## src/rtl/program_loader.sv

```systemverilog
// Host-side program loader: takes bytes over an async strobe/ack handshake and
// writes them to consecutive RAM addresses through the MAR/RAM load strobes.
module program_loader #(
    parameter int ADDR_WIDTH  = 4,
    parameter int DATA_WIDTH  = 8,
    parameter int SYNC_STAGES = 2
) (
    input  logic                  clk,
    input  logic                  rst_n,
    input  logic [DATA_WIDTH-1:0] data_in,
    input  logic                  strobe,
    input  logic                  load_en,
    output logic                  ack,
    output logic [DATA_WIDTH-1:0] bus_out,
    output logic                  bus_oe,
    output logic                  n_load_addr,
    output logic                  n_load_data,
    output logic                  n_write,
    output logic                  cpu_hold,
    output logic                  done,
    output logic [ADDR_WIDTH-1:0] addr
);

    typedef enum logic [2:0] {
        IDLE, WAIT_STB, SET_ADDR, SET_DATA, WRITE, ACK, DONE
    } state_t;

    localparam logic [ADDR_WIDTH-1:0] ADDR_LAST = '1;

    state_t                 state_q, state_d;
    logic [SYNC_STAGES-1:0] stb_sync_q, stb_sync_d;
    logic [SYNC_STAGES-1:0] en_sync_q, en_sync_d;
    logic [ADDR_WIDTH-1:0]  addr_q, addr_d;
    logic [DATA_WIDTH-1:0]  hold_q, hold_d;
    logic [DATA_WIDTH-1:0]  bus_out_q, bus_out_d;
    logic                   ack_q, ack_d;
    logic                   bus_oe_q, bus_oe_d;
    logic                   n_load_addr_q, n_load_addr_d;
    logic                   n_load_data_q, n_load_data_d;
    logic                   n_write_q, n_write_d;
    logic                   cpu_hold_q, cpu_hold_d;
    logic                   done_q, done_d;
    logic                   s_stb, s_en;

    assign s_stb = stb_sync_q[SYNC_STAGES-1];
    assign s_en  = en_sync_q[SYNC_STAGES-1];

    always_comb begin
        stb_sync_d = {stb_sync_q[SYNC_STAGES-2:0], strobe};
        en_sync_d  = {en_sync_q[SYNC_STAGES-2:0], load_en};
        state_d    = state_q;
        addr_d     = addr_q;
        hold_d     = hold_q;

        case (state_q)
            IDLE:     if (s_en) state_d = WAIT_STB;
            WAIT_STB: if (s_stb) begin
                hold_d  = data_in;
                state_d = SET_ADDR;
            end
            SET_ADDR: state_d = SET_DATA;
            SET_DATA: state_d = WRITE;
            WRITE:    state_d = ACK;
            // ack is held until the host releases strobe; that release commits the byte
            ACK: if (!s_stb) begin
                addr_d  = addr_q + ADDR_WIDTH'(1);
                state_d = (addr_q == ADDR_LAST) ? DONE : WAIT_STB;
            end
            DONE:     if (!s_en) state_d = IDLE;
            default:  state_d = IDLE;
        endcase

        // Load request withdrawn mid-load: abandon the partial program
        if (!s_en && state_q != IDLE && state_q != DONE) begin
            state_d = IDLE;
            addr_d  = '0;
        end

        // Outputs decoded from the next state so they are registered with it
        ack_d         = (state_d == ACK);
        bus_oe_d      = (state_d == SET_ADDR) || (state_d == SET_DATA);
        bus_out_d     = '0;
        if (state_d == SET_ADDR) bus_out_d = DATA_WIDTH'(addr_d);
        if (state_d == SET_DATA) bus_out_d = hold_q;
        n_load_addr_d = (state_d != SET_ADDR);
        n_load_data_d = (state_d != SET_DATA);
        n_write_d     = (state_d != WRITE);
        cpu_hold_d    = (state_d != IDLE) && (state_d != DONE);
        done_d        = (state_d == DONE);
    end

    always_ff @(posedge clk or negedge rst_n) begin
        if (!rst_n) begin
            state_q       <= IDLE;
            stb_sync_q    <= '0;
            en_sync_q     <= '0;
            addr_q        <= '0;
            hold_q        <= '0;
            bus_out_q     <= '0;
            ack_q         <= 1'b0;
            bus_oe_q      <= 1'b0;
            n_load_addr_q <= 1'b1;
            n_load_data_q <= 1'b1;
            n_write_q     <= 1'b1;
            cpu_hold_q    <= 1'b0;
            done_q        <= 1'b0;
        end else begin
            state_q       <= state_d;
            stb_sync_q    <= stb_sync_d;
            en_sync_q     <= en_sync_d;
            addr_q        <= addr_d;
            hold_q        <= hold_d;
            bus_out_q     <= bus_out_d;
            ack_q         <= ack_d;
            bus_oe_q      <= bus_oe_d;
            n_load_addr_q <= n_load_addr_d;
            n_load_data_q <= n_load_data_d;
            n_write_q     <= n_write_d;
            cpu_hold_q    <= cpu_hold_d;
            done_q        <= done_d;
        end
    end

    assign ack         = ack_q;
    assign bus_out     = bus_out_q;
    assign bus_oe      = bus_oe_q;
    assign n_load_addr = n_load_addr_q;
    assign n_load_data = n_load_data_q;
    assign n_write     = n_write_q;
    assign cpu_hold    = cpu_hold_q;
    assign done        = done_q;
    assign addr        = addr_q;

endmodule

```

## config.mk

```make
export PLATFORM = sky130hd
export DESIGN_NAME = program_loader
export DESIGN_NICKNAME = d
export VERILOG_FILES = /design/src/rtl/program_loader.sv
export SDC_FILE = /design/constraint.sdc
export NUM_CORES = 1
export LEC_CHECK = 0
export CAP_MARGIN = 20
export CORE_MARGIN = 1.5
export CORE_UTILIZATION = 44
export CTS_CLUSTER_SIZE = 12
export DETAILED_ROUTE_END_ITERATION = 12
export PLACE_DENSITY = 0.73
export SLEW_MARGIN = 20
export SYNTH_ARGS = -nofsm -noshare
export SYNTH_HDL_FRONTEND = slang
export SYNTH_SLANG_ARGS = --single-unit
export TNS_END_PERCENT = 50
```

## constraint.sdc

```tcl
create_clock -name clk -period 1.5 [get_ports clk]
set_input_delay 0.225 -clock clk [delete_from_list [all_inputs] [get_ports clk]]
set_output_delay 0.225 -clock clk [all_outputs]
set_load 0.02 [all_outputs]
```

**After elaboration in Yosys (flattened, before gate mapping)**

Cells that the tools add are included.

- Eq/ne operators: 16
- $add $sub $neg: 1
- Muxes and demuxes: 12
- Reduce and logical (&&, ||, !) cells: 9

Operator list:

| kind | number |
|---|---|
| one-hot mux 3 bit (7 select lines) | 1 |
| two-way mux 3 bit | 6 |
| two-way mux 4 bit | 4 |
| == test 3 bit, second input constant | 5 |
| == test 3 x 2 -> 1 bit, second input constant | 4 |
| != test 3 bit, second input constant | 3 |
| two-way mux 8 bit | 1 |
| != test 3 x 2 -> 1 bit, second input constant | 2 |
| nonzero test 3 bit | 2 |
| adder 4 x 1 -> 4 bit, second input constant | 1 |
| == test 4 bit, second input constant | 1 |
| == test 3 x 1 -> 1 bit, second input constant | 1 |
| logical AND 1 bit | 3 |
| zero test 3 bit | 1 |
| AND reduction 2 bit | 1 |
| zero test 1 bit | 1 |
| logical OR 1 bit | 1 |

- Register bits: 34
- Input bits: 12

**Depth between registers and ports, before layout**

- Word-level depth: 8
- Gate-level depth with buffers: 5

**Worst setup path before layout**

OpenSTA, ideal clock, no wires.

- Kind: register -> register
- Start: register addr_q[0], in the netlist addr[0]
- End: register state_q[0]
- Period minus slack after synthesis: 1.529 ns
- Stages on the path, launching flop included: 5
- Arrival: 1.426 ns
- Slack: -0.029 ns
- Cells stage by stage: dfrtp_1 ha_1 and3_1 a31o_2 a221oi_1

- Cells in the longest elaborated chain, start to end: 5

Ends and longest elaborated chain:

| what | line | RTL |
|---|---|---|
| from (decl) | 33 | `logic [ADDR_WIDTH-1:0] addr_q, addr_d;` |
| from (signal assigned) | 111 | `addr_q <= addr_d;` |
| == test 4 bit | 67 | `state_d = (addr_q == ADDR_LAST) ? DONE : WAIT_STB;` |
| two-way mux 3 bit | 67 |  |
| two-way mux 3 bit | 65 | `ACK: if (!s_stb) begin` |
| one-hot mux 3 bit (7 select lines) | 55 | `case (state_q)` |
| two-way mux 3 bit | 74 | `if (!s_en && state_q != IDLE && state_q != DONE) begin` |
| net state_d[0] | 30 | `state_t state_q, state_d;` |
| to (signal assigned) | 108 | `state_q <= state_d;` |
| to (decl) | 30 |  |

The timed path passes the listed nets, and every way through them passes these cells.
A chain may end at the register's enable or synchronous reset.

**Worst setup path after layout**

- Start: register cpu_hold_q, in the netlist cpu_hold
- End: output port cpu_hold

RTL lines:

| what | line | RTL |
|---|---|---|
| from (decl) | 41 | `logic cpu_hold_q, cpu_hold_d;` |
| from (signal assigned) | 119 | `cpu_hold_q <= cpu_hold_d;` |
| to (decl) | 19 | `output logic cpu_hold,` |

No word-level cell between the ends.

==> out/qor.yml <==
cts:
  cts_hold_buf: 0
  clock_sinks: 34
  htree_levels: 2
  clock_tree.buffer_depth: 2
  clkTransAtPathRegs_ns: 0.10
  cts_tree: "done"
  numCtsBuffers: 5
  cts-root-buf: "clkbuf_4"
  clock_latency_ns: 0.34
synthesis:
  syn_nets: 125
  ys_seq_area_share_pct: 61.4
  yosys_register_bits: 34
  synth.top_cell.area_share_pct: 55.7
  netlist_instances: 112
  synth-simple-area-share_pct: 15.3
  synthAdderAreaFrac_pct: 0.898
  muxShareOfSynthArea_pct: 7.19
  ys.warnings.count: 0
  syn_area_um2: 1390
  synth-compound-area-share_pct: 11.5
  avgSynthCellArea_um2: 12.4
  synth_area_leader_cell: "dfrtp_1"
  ys_types: 33
  synth_top_family_by_area: "simple AND/OR/NAND/NOR gates"
  synth_xor_xnor_area_share_pct: 0.629
  synth_area_leaders: "dfrtp_1 (56%), mux2_2 (6.5%), dfstp_2 (5.7%)"
route:
  wl_um: 2790
  routed-wl-met2_um: 1420
  met3_length_um: 147
  drc: 0
  wl_met1_um: 1180
  first_pass_iters: 4
  wire_per_inst_um: 13.9
  vias: 1009
  routed.top_layer: "met4"
  drtIter0Drc: 22
  vias_per_cell: 5.02
  antenna_left: 0
sta:
  slew_viol_final: 0
  hold_violations: 0
  tightest_slew_ns: 0.418
  setup_viol: 0
  min_period_over_period_pct: 98.5
  rsz0062_at_grt: "false"
  skew_ns: 0.00639
  clock.fmax_ghz: 0.677
  min_period_ns: 1.48
  tns_ns: 0
  maxSlewHeadroom_pct: 72.2
place:
  port_buffers: 30
  dp_cells: 193
  placed_cell_area_um2: 1820
  dpl.hpwl_um: 1980
  routabilityCongestion: 0.896
setup_path:
  crit_fanout: 1
  end_kind: "output port"
  crit_type: "reg -> out"
  crit_chain: "clkdlybuf4s50_1"
  regToRegEndpoint: "state_q[0]$_DFF_PN0_"
  arrival_ns: 1.25
  crit_buf_inv: 1
  r2r_cells: 4
  crit_family: "buffers and inverters"
  r2r_start: "addr[0]$_DFF_PN0_"
  ff2ff_setup_slack_ns: 0.06
  slowest_delay_ns: 0.59
  start_kind: "flop"
  cpMaxStageDelayCell: "clkdlybuf4s50_1"
  cp.required_ns: 1.27
hold_path:
  min_path_type: "in -> async"
global_routing:
  grt_usage_pct: 18.5
  grt_first_pass_wirelength_um: 4740
  grt_max_degree: 35
  gr-total-overflow: 0
  grt_pass1_vias: 1022
  antenna_found_initial: 0
cells_and_area:
  final_util_pct: 62.6
  fin_cells: 201
  drive_gt1_share_pct: 25.5
  area_delta_synth_final_pct: 36.2
  diodes: 0
  nets: 169
  layout_commonest_cell: "dfrtp_1"
  fill_cells: 254
  final_cell_mix: "dfrtp_1 (29), dlygate4sd2_1 (15), buf_4 (13)"
  fin_area_um2: 1900
power_and_ir_drop:
  p_comb_share_pct: 13.1
  ir_worst_vdd_mv: 0.749
  powerDensity_nw_per_um2: 1020
  leakage_nw: 0.940
  power_frac_seq_pct: 53.8
  power_switching_w: 0.000451
  netSwitchingFraction_pct: 23.3
  clockPowerShare_pct: 33.1
  intPower_w: 0.00149
flow_run:
  maxCapViolCount: 0
die:
  ios: 31
  row_count: 20
  core_um2: 3030
  initial_core_util_pct: 46.0
  die_height_um: 59.3
  die_w_um: 59.3
  die_area_um2: 3510
run_status:
  status: "completed"
==> how the worst max path moves through the flow <==
stage | from | end | cells past startpoint
after floorplan | addr[1]$_DFF_PN0_ | state_q[0]$_DFF_PN0_ | 4
after global placement | addr[0]$_DFF_PN0_ | state_q[0]$_DFF_PN0_ | 4
after detailed placement | addr[0]$_DFF_PN0_ | state_q[0]$_DFF_PN0_ | 4
after CTS | bus_out[6]$_DFF_PN0_ | bus_out[6] | 1
after global routing | cpu_hold$_DFF_PN0_ | cpu_hold | 1
final | cpu_hold$_DFF_PN0_ | cpu_hold | 1
==> state kept, by name, summed over array words and instances, names as in the netlist <==
name / cells
hold_q: 8
done: 1
state_q: 3
addr: 4
n_load_addr: 1
en_sync_q: 2
stb_sync_q: 2
n_load_data: 1
cpu_hold: 1
n_write: 1
bus_out: 8
ack: 1
bus_oe: 1
==> final cells by class <==
class	instances	area, um2	share of cell area, %
Timing Repair Buffer	43	387	20.4
Clock inverter	1	30.0	1.58
Multi-Input combinational cell	68	508	26.8
Inverter	4	15.0	0.792
Clock buffer	7	45.0	2.37
Sequential cell	34	857	45.2
Tap cell	44	55.1	2.90
==> layer usage <==
layer / global-route usage, % / vias up
li1: - / 481
met1: 23.5 / 489
met2: 29.8 / 33
met3: 5.02 / 6
met4: 7.79 / 0
met5: 0 / -
==> repair_timing <==
item                       4_1_cts  5_1_grt
resized for setup               15        7
setup endpoints to repair       15        7
setup buffers                    0        0
==> synthesized netlist by cell type <==
| cell | count |
|---|---|
| a211oi_1 | 1 |
| a21o_1 | 2 |
| a21oi_1 | 9 |
| a221oi_1 | 1 |
| a22oi_1 | 1 |
| a311oi_1 | 1 |
| a31o_2 | 1 |
| and3_1 | 5 |
| buf_2 | 5 |
| clkbuf_1 | 1 |
| dfrtp_1 | 31 |
| dfstp_2 | 3 |
| ha_1 | 1 |
| inv_1 | 4 |
| mux2_2 | 8 |
| mux2i_1 | 1 |
| nand2_1 | 8 |
| nand2_2 | 1 |
| nand3_1 | 3 |
| nand4b_1 | 4 |
| nand4bb_4 | 1 |
| nor2_1 | 5 |
| nor2b_1 | 2 |
| nor3_4 | 1 |
| nor3b_1 | 1 |
| o21a_1 | 2 |
| o21ai_0 | 2 |
| o21ba_2 | 1 |
| o22ai_1 | 1 |
| o2bb2ai_1 | 1 |
| o31a_1 | 1 |
| or3_1 | 2 |
| xor2_1 | 1 |
==> logic make-up after synthesis <==
logic type | count (synthesis)
AO/OA/AOI/OAI | 24
XOR/XNOR | 1
adder cells (fa/ha/maj) | 1
buffers and inverters | 10
flip-flops | 34
multiplexers | 9
AND/OR/NAND/NOR | 33
==> power by group through the flow <==
| stage | registers, W | clock network (W) | logic [W] |
|---|---|---|---|
| after floorplan | 0.00106 | 0 | 0.000133 |
| after global routing | 0.00105 | 0.000690 | 0.000283 |
| after detailed placement | 0.00106 | 0 | 0.000258 |
| after global placement | 0.00105 | 0 | 0.000249 |
| after CTS | 0.00104 | 0.000660 | 0.000254 |
| final | 0.00104 | 0.000641 | 0.000254 |
==> worst reg2reg max path, delay by kind of cell (launching register included) <==
family          cells  cell delay, ns
compound gates      2            0.53
fa+ha+maj           1            0.22
flops               1            0.41
simple gates        1            0.20
==> stage by stage <==
step	power, W	hold slack, ns	setup slack (ns)
after detailed placement	0.00132	0.335	0.0605
after floorplan	0.00119	-0.0706	0.0136
after global placement	0.00130	0.333	0.0959
after CTS	0.00195	0.281	0.00135
final	0.00194	0.280	0.0230
after global routing	0.00202	0.312	0.00483
No activity file was read; power rests on OpenSTA's default activity.
